### src/rtl/issue_scoreboard_pkg.sv
// Shared types for the issue-stage scoreboard: register index, slot request
// and writeback descriptors, plus a small two-bit population helper.
package issue_scoreboard_pkg;

  typedef logic bool;
  localparam bool true  = 1'b1;
  localparam bool false = 1'b0;

  typedef logic [4:0] reg_idx_t;

  typedef struct packed {
    logic     valid;
    reg_idx_t rs;
    reg_idx_t rt;
    logic     rs_use;
    logic     rt_use;
    reg_idx_t rd;
    logic     we;
  } slot_req_t;

  typedef struct packed {
    logic     valid;
    reg_idx_t rd;
  } wb_t;

  function automatic logic [1:0] count2(input logic a, input logic b);
    return {1'b0, a} + {1'b0, b};
  endfunction

endpackage

### src/rtl/sb_counter_cell.sv
// One register's in-flight writer counter: signed update with clamp and an
// underflow indication for the sticky error flag.
module sb_counter_cell #(
  parameter int CNT_W = 2
) (
  input  logic             clk,
  input  logic             resetn,
  input  logic [1:0]       inc,
  input  logic [1:0]       dec_wb,
  input  logic [1:0]       dec_fl,
  output logic [CNT_W-1:0] cnt,
  output logic             underflow
);

  localparam int SW = CNT_W + 3;
  localparam logic signed [SW-1:0] MAXV = SW'((1 << CNT_W) - 1);

  logic signed [SW-1:0] sum;
  logic [CNT_W-1:0]     cnt_next;

  always_comb begin
    sum = $signed({3'b000, cnt})
        + $signed({{(SW-2){1'b0}}, inc})
        - $signed({{(SW-2){1'b0}}, dec_wb})
        - $signed({{(SW-2){1'b0}}, dec_fl});
    underflow = 1'b0;
    cnt_next  = sum[CNT_W-1:0];
    if (sum < 0) begin
      underflow = 1'b1;
      cnt_next  = '0;
    end else if (sum > MAXV) begin
      cnt_next  = '1;
    end
  end

  always_ff @(posedge clk or negedge resetn) begin
    if (!resetn) cnt <= '0;
    else         cnt <= cnt_next;
  end

endmodule

### src/rtl/issue_scoreboard.sv
// Issue-stage scoreboard and in-order dual-issue grant logic. The history
// register mirrors is_ex so a flush can retire last cycle's destinations.
module issue_scoreboard
  import issue_scoreboard_pkg::*;
#(
  parameter int NREG  = 32,
  parameter int CNT_W = 2
) (
  input  logic            clk,
  input  logic            resetn,
  input  logic            stall_i,
  input  logic            flush_i,
  input  logic [1:0]      req_valid,
  input  logic [9:0]      req_rs,
  input  logic [9:0]      req_rt,
  input  logic [1:0]      req_rs_use,
  input  logic [1:0]      req_rt_use,
  input  logic [9:0]      req_rd,
  input  logic [1:0]      req_we,
  input  logic [1:0]      wb_valid,
  input  logic [9:0]      wb_rd,
  output logic [1:0]      grant_num,
  output logic            stall_from_issue,
  output logic [NREG-1:0] busy_o,
  output logic            err_o
);

  slot_req_t        req [2];
  wb_t              wb  [2];
  logic [CNT_W-1:0] cnt [NREG];
  logic [NREG-1:1]  uf;
  logic [1:0]       wr, src_ok, dst_ok, g;
  bool              raw, waw;
  logic [1:0]       hist_v;
  reg_idx_t         hist_rd [2];

  always_comb begin
    for (int unsigned i = 0; i < 2; i++) begin
      req[i] = '{valid: req_valid[i], rs: req_rs[5*i +: 5], rt: req_rt[5*i +: 5],
                 rs_use: req_rs_use[i], rt_use: req_rt_use[i],
                 rd: req_rd[5*i +: 5], we: req_we[i]};
      wb[i]  = '{valid: wb_valid[i], rd: wb_rd[5*i +: 5]};
    end
  end

  assign cnt[0] = '0;

  // Readiness uses registered counts only: a writeback unblocks next cycle.
  always_comb begin
    for (int unsigned i = 0; i < 2; i++) begin
      wr[i]     = req[i].we && (req[i].rd != '0);
      src_ok[i] = (!req[i].rs_use || req[i].rs == '0 || cnt[req[i].rs] == '0) &&
                  (!req[i].rt_use || req[i].rt == '0 || cnt[req[i].rt] == '0);
      dst_ok[i] = !wr[i] || (cnt[req[i].rd] != '1);
    end
    raw  = wr[0] && ((req[1].rs_use && req[1].rs == req[0].rd) ||
                     (req[1].rt_use && req[1].rt == req[0].rd));
    waw  = wr[0] && wr[1] && (req[1].rd == req[0].rd);
    g[0] = !stall_i && !flush_i && req[0].valid && src_ok[0] && dst_ok[0];
    g[1] = g[0] && req[1].valid && src_ok[1] && dst_ok[1] && !raw && !waw;
  end

  assign grant_num        = count2(g[0], g[1]);
  assign stall_from_issue = req[0].valid && (grant_num == 2'd0) && !stall_i && !flush_i;
  assign busy_o[0]        = 1'b0;

  for (genvar r = 1; r < NREG; r++) begin : g_cell
    logic [1:0] inc, dec_wb, dec_fl;

    assign inc    = count2(g[0] && wr[0] && req[0].rd == reg_idx_t'(r),
                           g[1] && wr[1] && req[1].rd == reg_idx_t'(r));
    assign dec_wb = count2(wb[0].valid && wb[0].rd == reg_idx_t'(r),
                           wb[1].valid && wb[1].rd == reg_idx_t'(r));
    assign dec_fl = count2(flush_i && hist_v[0] && hist_rd[0] == reg_idx_t'(r),
                           flush_i && hist_v[1] && hist_rd[1] == reg_idx_t'(r));

    sb_counter_cell #(.CNT_W(CNT_W)) u_cell (
      .clk       (clk),
      .resetn    (resetn),
      .inc       (inc),
      .dec_wb    (dec_wb),
      .dec_fl    (dec_fl),
      .cnt       (cnt[r]),
      .underflow (uf[r])
    );

    assign busy_o[r] = (cnt[r] != '0);
  end

  always_ff @(posedge clk or negedge resetn) begin
    if (!resetn) begin
      hist_v     <= '0;
      hist_rd[0] <= '0;
      hist_rd[1] <= '0;
      err_o      <= 1'b0;
    end else begin
      err_o <= err_o | (|uf);
      if (flush_i) begin
        hist_v <= '0;
      end else if (!stall_i) begin
        for (int unsigned i = 0; i < 2; i++) begin
          hist_v[i]  <= g[i] & wr[i];
          hist_rd[i] <= req[i].rd;
        end
      end
    end
  end

endmodule

### config.mk
export PLATFORM = sky130hd
export DESIGN_NAME = issue_scoreboard
export DESIGN_NICKNAME = d
export VERILOG_FILES = /design/src/rtl/issue_scoreboard_pkg.sv /design/src/rtl/sb_counter_cell.sv /design/src/rtl/issue_scoreboard.sv
export SDC_FILE = /design/constraint.sdc
export NUM_CORES = 1
export LEC_CHECK = 0
export ABC_CLOCK_PERIOD_IN_PS = 4910
export BUFFER_PORTS_ARGS = -buffer_cell sky130_fd_sc_hd__clkbuf_2
export CORE_ASPECT_RATIO = 1.25
export CORE_MARGIN = 3
export CORE_UTILIZATION = 40
export CTS_CLUSTER_SIZE = 10
export DETAILED_ROUTE_END_ITERATION = 16
export PLACE_DENSITY = 0.71
export SYNTH_ARGS = -nofsm -noshare
export SYNTH_HDL_FRONTEND = slang
export SYNTH_SLANG_ARGS = --single-unit
### constraint.sdc
create_clock -name clk -period 4.91 [get_ports clk]
set_input_delay 0.982 -clock clk [delete_from_list [all_inputs] [get_ports clk]]
set_output_delay 0.982 -clock clk [all_outputs]
set_load 0.01 [all_outputs]
==> results of run 1 <==
-- registers in the layout, summed over array words and instances, names as in the netlist --
register / flops
hist_rd: 10
err_o: 1
g_cell.u_cell.cnt: 62
hist_v: 2
-- cells in the final DEF, fill, tap and decap left out, types with 19 or more instances in the layout --
cell	n
clkbuf_2	78
fa_2	90
nor4_4	35
fa_1	34
mux4_2	20
nand2_1	68
a21o_1	32
buf_6	24
inv_2	19
inv_1	204
nor2_1	189
a21oi_1	60
ha_1	187
nor3_1	28
a21oi_2	56
nand3_1	43
buf_4	334
nor2b_4	30
dfrtp_1	75
-- what timing repair did --
item | in CTS | in global routing
pin swaps | 77 | 102
endpoints found under the hold margin | 0 | 0
gates cloned | 1 | 0
buffers inserted | 17 | 23
endpoints found under the setup margin | 65 | 66
gates resized for setup | 171 | 154
hold buffers | 0 | 0
-- per-layer routing --
layer / vias up / part of all wire (%) / global-route usage [%]
met2: 732 / 46 / 49.5
met1: 6340 / 38 / 38.1
met3: 196 / 8.8 / 4.52
met4: 0 / 7.2 / 16.8
li1: 5777 / - / -
met5: - / 0 / 0
-- per-stage QoR --
stage               utilization [%]  worst slack [ns]  area, sq um  power [uW]  std cells
global route                   58.8            -0.657        17900        5840       2276
detailed placement             52.7             -1.63        16100        4390       2223
finish                         58.9            -0.557        17900        5520       2277
global placement               52.7             -1.44        16100        4320       2223
floorplan                         -            -0.546        12900        2580       1464
CTS                            56.4            -0.544        17200        5220       2254
-- power breakdown --
group          total [uW]  switching, uW  internal [uW]
Clock                 703            309            393
Sequential           1140            253            891
Combinational        3680           1950           1720
-- worst min-delay path: cells and delay by family, from the launching register on --
kind               cells  cell delay, ns
DFF                    1            0.37
and+or+nand+nor        1            0.06
AOI/OAI and AO/OA      1            0.06
-- area by class of cell --
type	instances	share of cell area [%]
multi-input combinational	1105	60.9
antenna	1	0.0140
tap	401	2.80
timing repair buffer	455	19.5
clock buffer	11	1.30
inverter	224	4.70
sequential	75	10.5
clock inverter	5	0.300
-- logic make-up after synthesis --
logic type | synth area share (%)
muxes | 5.57
adders and majority gates | 38.6
buffers and inverters | 8.87
and+or+nand+nor | 19.7
other | 0.0299
DFF | 15.0
AOI/OAI and AO/OA | 11.2
xor gates and xnor gates | 1.05
-- worst min path at each step --
stage | to | slack, ns | cells after the start
6_report | hist_v[1]$_DFFE_PN0P_ | 0.53 | 2
5_1_grt | hist_v[1]$_DFFE_PN0P_ | 0.55 | 2
3_5_place_dp | hist_v[1]$_DFFE_PN0P_ | 0.50 | 2
3_3_place_gp | hist_v[1]$_DFFE_PN0P_ | 0.48 | 2
2_1_floorplan | hist_v[1]$_DFFE_PN0P_ | 0.46 | 2
4_1_cts | hist_v[1]$_DFFE_PN0P_ | 0.52 | 2
==> run_results.csv, run 1 <==
group,metric,value,unit
run_status,status,"complete, but fails checks",
run_status,violations,"negative setup slack",
route,dr.pass1.iters,7,
global_routing,grt_max_degree,52,
synthesis,ys_async_sr_fraction,100,%
sta,finalWorstSetupSlack,-0.557,ns
place,placement.io_buffers,88,
floorplan,die_area,0.0335,sq mm
synthesis,ys_top_cells_by_area,"fa_1 20%, ha_1 19%, dfrtp_1 15%, inv_1 6.7%, nor2_1 5.7%",
floorplan,die_y,204,microns
floorplan,rows,71,
final_layout,synthToLayoutAreaGrowth,43.2,%
sta,setup_viol,27,
sta,fmax,183,MHz
synthesis,ys_types,63,
global_routing,grt_first_pass_wirelength,76.4,mm
final_layout,regArea,0.00188,sq mm
global_routing,grt_util_all_layers,30.3,%
worst_setup_path,path_delay_family,"adder cells",
route,via_count,13000,
worst_hold_path,min_from,"hist_v[1]$_DFFE_PN0P_",
worst_setup_path,r2r_setup_slack,-0.38,ns
sta,period_share,111,%
floorplan,io_pins,90,
worst_setup_path,cp-start-kind,"primary input",
synthesis,synth_flop_cell,"dfrtp_1",
route,drt_iter0_markers,1313,
worst_setup_path,crit_buf_inv,6,
final_layout,nets,2236,
worst_setup_path,worstReg2RegStart,"g_cell[7].u_cell.cnt[1]$_DFF_PN0_",
clocking,clkSinkCount,75,
synthesis,synth-seq-cells,75,
synthesis,yosysWarningCount,0,
worst_setup_path,critPathMaxFanout,8,
worst_setup_path,cp.depth,19,
floorplan,start_util,41.1,%
route,wire_per_inst,22.3,microns
clocking,h-tree-depth,3,
route,drt-total-wl,50.9,mm
sta,tightest_slew,0.742,ns
final_layout,nFillCells,2602,
worst_setup_path,arrival,5.72,ns
worst_setup_path,timing.rr.end,"err_o$_DFF_PN0_",
worst_setup_path,crit_type,"primary input to flop",
worst_setup_path,worst_ep_required_time,5.16,ns
clocking,clkTransAtPathRegs,0.07,ns
place,dp_hpwl,41.0,mm
route,ant_nets,0,
sta,fin_crit,5.47,ns
synthesis,syn_inst,1464,
sta,rsz0062_at_grt,"yes",
worst_setup_path,critPathSlowestCell,"fa_1",
synthesis,netlist.top_cell.by_area,"fa_1",
sta,slew_headroom,50.5,%
worst_hold_path,min_path_type,"flop to flop",
clocking,clockBufferDepth,2,
worst_setup_path,crit_start,"req_rt[6]",
global_routing,grt_pass1_vias,13400,
synthesis,synthMostInstantiatedCell,"inv_1",
power_and_ir_drop,power_density,308,mW/mm^2
sta,holdWs,0.532,ns
clocking,insertion_delay,0.36,ns
synthesis,synth_commonest_cells,"223 x inv_1, 189 x nor2_1, 188 x ha_1",
sta,setup_tns,-2.43,ns
power_and_ir_drop,vdd_ir_drop_max,197,uV
sta,finalHoldViolCount,0,
final_layout,drive_gt1_share,41.8,%
synthesis,synth_nets,1830,
run,maxCapViolCount,0,
sta,finalMaxSlewViolations,0,
synthesis,syn_area,0.0125,sq mm
clocking,clockRootBuffer,"clkbuf_16",
worst_setup_path,r2r_cells,21,
synthesis,syn_area_per_cell,8.55,sq um
worst_setup_path,critPathCaptureType,"flop",
route,drc,0,
synthesis,synth-edff-count,0,
place,globalplace.congestion,1.10,
global_routing,antenna_found_initial,0,
floorplan,core,0.0305,sq mm
clocking,cts_tree,"done",
floorplan,fp.dieW,164,microns
synthesis,seq_area_frac_synth,15.0,%
worst_setup_path,critPathMaxStageDelay,0.55,ns
worst_setup_path,timing.critical_path.to,"err_o$_DFF_PN0_",
sta,fin_skew,0.00869,ns
clocking,cts_buffers,9,
worst_setup_path,crit_chain,"clkbuf_2 > mux4_2 > a211oi_1 > a211oi_1 > a311oi_1 > or4_4 > buf_12 > buf_12 > nor4_4 > buf_4 > fa_1 > inv_2 > fa_2 > fa_2 > fa_1 > nor4_2 > buf_4 > nand4_1 > or2_4",
final_layout,multi_input_area,0.0109,sq mm
synthesis,synth_top_area_share,19.8,%
global_routing,overflow,0,
power_and_ir_drop,leakage,0.00848,uW
route,via_per_inst,5.73,
Note: power is estimated with default switching activity, not from simulation.
==> run 2, diff against run 1 <==
--- a/config.mk
+++ b/config.mk
@@ -15,4 +15,5 @@
 export PLACE_DENSITY = 0.71
 export SYNTH_ARGS = -nofsm -noshare
 export SYNTH_HDL_FRONTEND = slang
+export SYNTH_HIERARCHICAL = 1
 export SYNTH_SLANG_ARGS = --single-unit
==> run 2 against run 1 <==
Against the previous run:
- the flow still finishes with violations (negative setup slack)
- via count increased by 9.4%
- sequential power about the same
- combinational power increased by 16%
- utilization decreased by 2.4 points
- synthesized cell count increased by 5.5%
- sequential share of layout area decreased by 0.94 points
- wire length increased by 9.8%
- hold slack improved by 0.012 ns
- synthesized area increased by 14%
==> run_results.csv, run 2 <==
group,metric,value,unit
final_layout,synthToLayoutAreaGrowth,37.4,%
clocking,clockRootBuffer,"clkbuf_16",
sta,rsz0062_at_grt,"yes",
floorplan,fp.dieW,175,microns
worst_setup_path,timing.rr.end,"err_o$_DFF_PN0_",
worst_setup_path,critPathCaptureType,"flop",
clocking,insertion_delay,0.39,ns
worst_setup_path,crit_chain,"buf_2 > inv_2 > mux4_1 > nand2_1 > a311o_1 > o311a_1 > or4_4 > buf_12 > buf_6 > nor3_4 > ha_1 > ha_2 > fa_1 > inv_1 > fa_2 > fa_2 > nor4_4 > buf_4 > nand4_1 > buf_6 > or2_4",
sta,fin_skew,0.00802,ns
run_status,violations,"negative setup slack",
worst_setup_path,r2r_cells,20,
sta,fin_crit,5.64,ns
place,globalplace.congestion,1.03,
sta,fmax,177,MHz
synthesis,synth_nets,1942,
worst_setup_path,arrival,5.91,ns
global_routing,grt_pass1_vias,14600,
global_routing,grt_util_all_layers,28.2,%
synthesis,yosys.area_share.simple,20.7,%
clocking,cts_tree,"done",
power_and_ir_drop,power_density,311,mW/mm^2
worst_setup_path,cp-start-kind,"primary input",
synthesis,syn_area,0.0143,sq mm
place,dp_hpwl,44.9,mm
synthesis,netlist.top_cell.by_area,"ha_1",
final_layout,largest_registers,"g_cell.u_cell/cnt: 62 flops, hist_rd: 10 flops, hist_v: 2 flops",
worst_hold_path,min_from,"hist_rd[4]$_DFFE_PN0P_",
sta,finalHoldViolCount,0,
synthesis,ys_async_sr_fraction,100,%
route,ant_nets,0,
synthesis,syn_inst,1545,
route,drc,0,
route,via_count,14300,
worst_setup_path,critPathMaxStageDelay,0.58,ns
clocking,clkTransAtPathRegs,0.07,ns
worst_setup_path,worstReg2RegStart,"g_cell[7].u_cell/cnt[1]$_DFF_PN0_",
clocking,cts_buffers,9,
final_layout,antenna_cells,0,
global_routing,grt_max_degree,47,
worst_hold_path,min_path_type,"flop to flop",
worst_setup_path,crit_type,"primary input to flop",
route,via_per_inst,5.81,
place,dp_cells,2384,
global_routing,overflow,0,
route,wire_per_inst,22.7,microns
global_routing,antenna_found_initial,3,
synthesis,ys_top_cells_by_area,"ha_1 19%, fa_1 17%, dfrtp_1 13%, inv_1 6.6%, nor2_1 4.5%",
clocking,clockBufferDepth,2,
synthesis,synth_top_area_share,19.1,%
floorplan,rows,76,
sta,finalWorstSetupSlack,-0.726,ns
final_layout,layout_commonest_cell,"buf_4",
final_layout,final_cell_mix,"345 x buf_4, 238 x inv_1, 185 x ha_1, 168 x nor2_1, 78 x nand2_1",
run,maxCapViolCount,0,
floorplan,io_pins,90,
clocking,h-tree-depth,3,
synthesis,synth-seq-cells,75,
sta,setup_viol,63,
worst_setup_path,critPathSlowestCell,"or4_4",
final_layout,fin_area,0.0197,sq mm
sta,slew_headroom,49.3,%
synthesis,synthMuxAreaShare,6.36,%
worst_hold_path,min_to,"hist_rd[4]$_DFFE_PN0P_",
final_layout,largest_reg_flops,62,
worst_hold_path,holdPathStages,1,
synthesis,synth_flop_cell,"dfrtp_1",
final_layout,largest_register,"g_cell.u_cell/cnt",
place,placement.io_buffers,88,
synthesis,ys_types,74,
synthesis,synthMostInstantiatedCell,"inv_1",
worst_setup_path,path_delay_family,"adder cells",
worst_setup_path,worst_ep_required_time,5.19,ns
power_and_ir_drop,vdd_ir_drop_max,209,uV
power_and_ir_drop,total_power,6130,uW
sta,tightest_slew,0.761,ns
run_status,status,"complete, but fails checks",
floorplan,die_area,0.0381,sq mm
clocking,cts_hold_buffers,0,
floorplan,die_y,218,microns
floorplan,start_util,41.1,%
route,dr.pass1.iters,6,
final_layout,nets,2379,
synthesis,seq_area_frac_synth,13.1,%
synthesis,syn_area_per_cell,9.28,sq um
final_layout,fin_cells,2455,
synthesis,synth-edff-count,0,
global_routing,grt_first_pass_wirelength,82.2,mm
power_and_ir_drop,leakage,0.00933,uW
clocking,clkSinkCount,75,
synthesis,synth_top_family_by_area,"adder cells",
route,drt-total-wl,55.8,mm
worst_setup_path,crit_buf_inv,7,
synthesis,yosysWarningCount,6,
final_layout,drive_gt1_share,40.7,%
route,drt_iter0_markers,1198,
synthesis,synth_commonest_cells,"252 x inv_1, 219 x ha_1, 172 x nor2_1",
place,post_dp_cell_area,0.0178,sq mm
worst_setup_path,critPathMaxFanout,8,
synthesis,synth-compound-area-share,12.8,%
synthesis,synth_fa_ha_area_share,36.4,%
worst_setup_path,r2r_setup_slack,-0.70,ns
sta,finalMaxSlewViolations,0,
synthesis,synth_xor_area_share,0.917,%
sta,period_share,115,%
floorplan,core,0.0349,sq mm
[run 2: changes by cell type after synthesis, sizes merged, moves of 16 or more]
cell and change:
a21oi -104, nor2b -38, and3b +34, a31o +32, a221oi +31, a41oi +31
and2b +31, ha +31, inv +30, nor3 +20, nor2 -16
[run 2: kinds of logic after synthesis]
kind of cell | Yosys count
muxes | 50
xor gates and xnor gates | 15
buffers and inverters | 318
other | 1
adders and majority gates | 343
AOI/OAI and AO/OA | 203
and+or+nand+nor | 540
DFF | 75
[run 2: worst max path at each step]
stage | end | from | slack, ns | cells after the start
6_report | err_o$_DFF_PN0_ | req_rs[6] | -0.73 | 21
4_1_cts | err_o$_DFF_PN0_ | req_rd[2] | -0.61 | 20
3_5_place_dp | err_o$_DFF_PN0_ | req_rd[1] | -1.30 | 21
2_1_floorplan | err_o$_DFF_PN0_ | req_rd[1] | -0.45 | 20
3_3_place_gp | err_o$_DFF_PN0_ | req_rd[1] | -1.25 | 21
5_1_grt | err_o$_DFF_PN0_ | req_rd[2] | -0.82 | 21
[run 2: area by class of cell]
| class | instances | area, sq um |
|---|---|---|
| clock buffer | 9 | 225 |
| clock inverter | 7 | 76.3 |
| fill | 2991 | 15200 |
| inverter | 253 | 952 |
| multi-input combinational | 1154 | 12100 |
| sequential | 75 | 1880 |
| tap | 468 | 586 |
| timing repair buffer | 489 | 3850 |
[run 2: metrics by stage]
step	util [%]	worst slack (ns)	TNS, ns	hold WS (ns)
floorplan	-	-0.445	-13.78	0.464
global placement	51.0	-1.25	-45.75	0.504
detailed placement	51.0	-1.30	-48.18	0.512
CTS	53.0	-0.613	-14.17	0.533
global route	56.4	-0.817	-21.54	0.554
finish	56.4	-0.726	-15.62	0.544
[run 2: metal layers]
layer  wire length, microns  track usage (%)
met4                   4090             16.1
met2                  26200             47.8
met1                  20900             33.1
met5                     33                0
met3                   4670             5.99
[run 2: timing repair]
action                     4_1_cts  5_1_grt
gates cloned                     1        3
setup buffers                    4       49
pin swaps                       25       73
resized for setup               62      171
setup endpoints to repair       63       64
[run 2: power breakdown]
part	leakage, uW	switching, uW	internal [uW]	total [uW]
clock network	0.000142	338	396	735
registers	0.000861	236	892	1130
logic	0.00832	2140	2130	4270
total	0.00933	2710	3420	6130
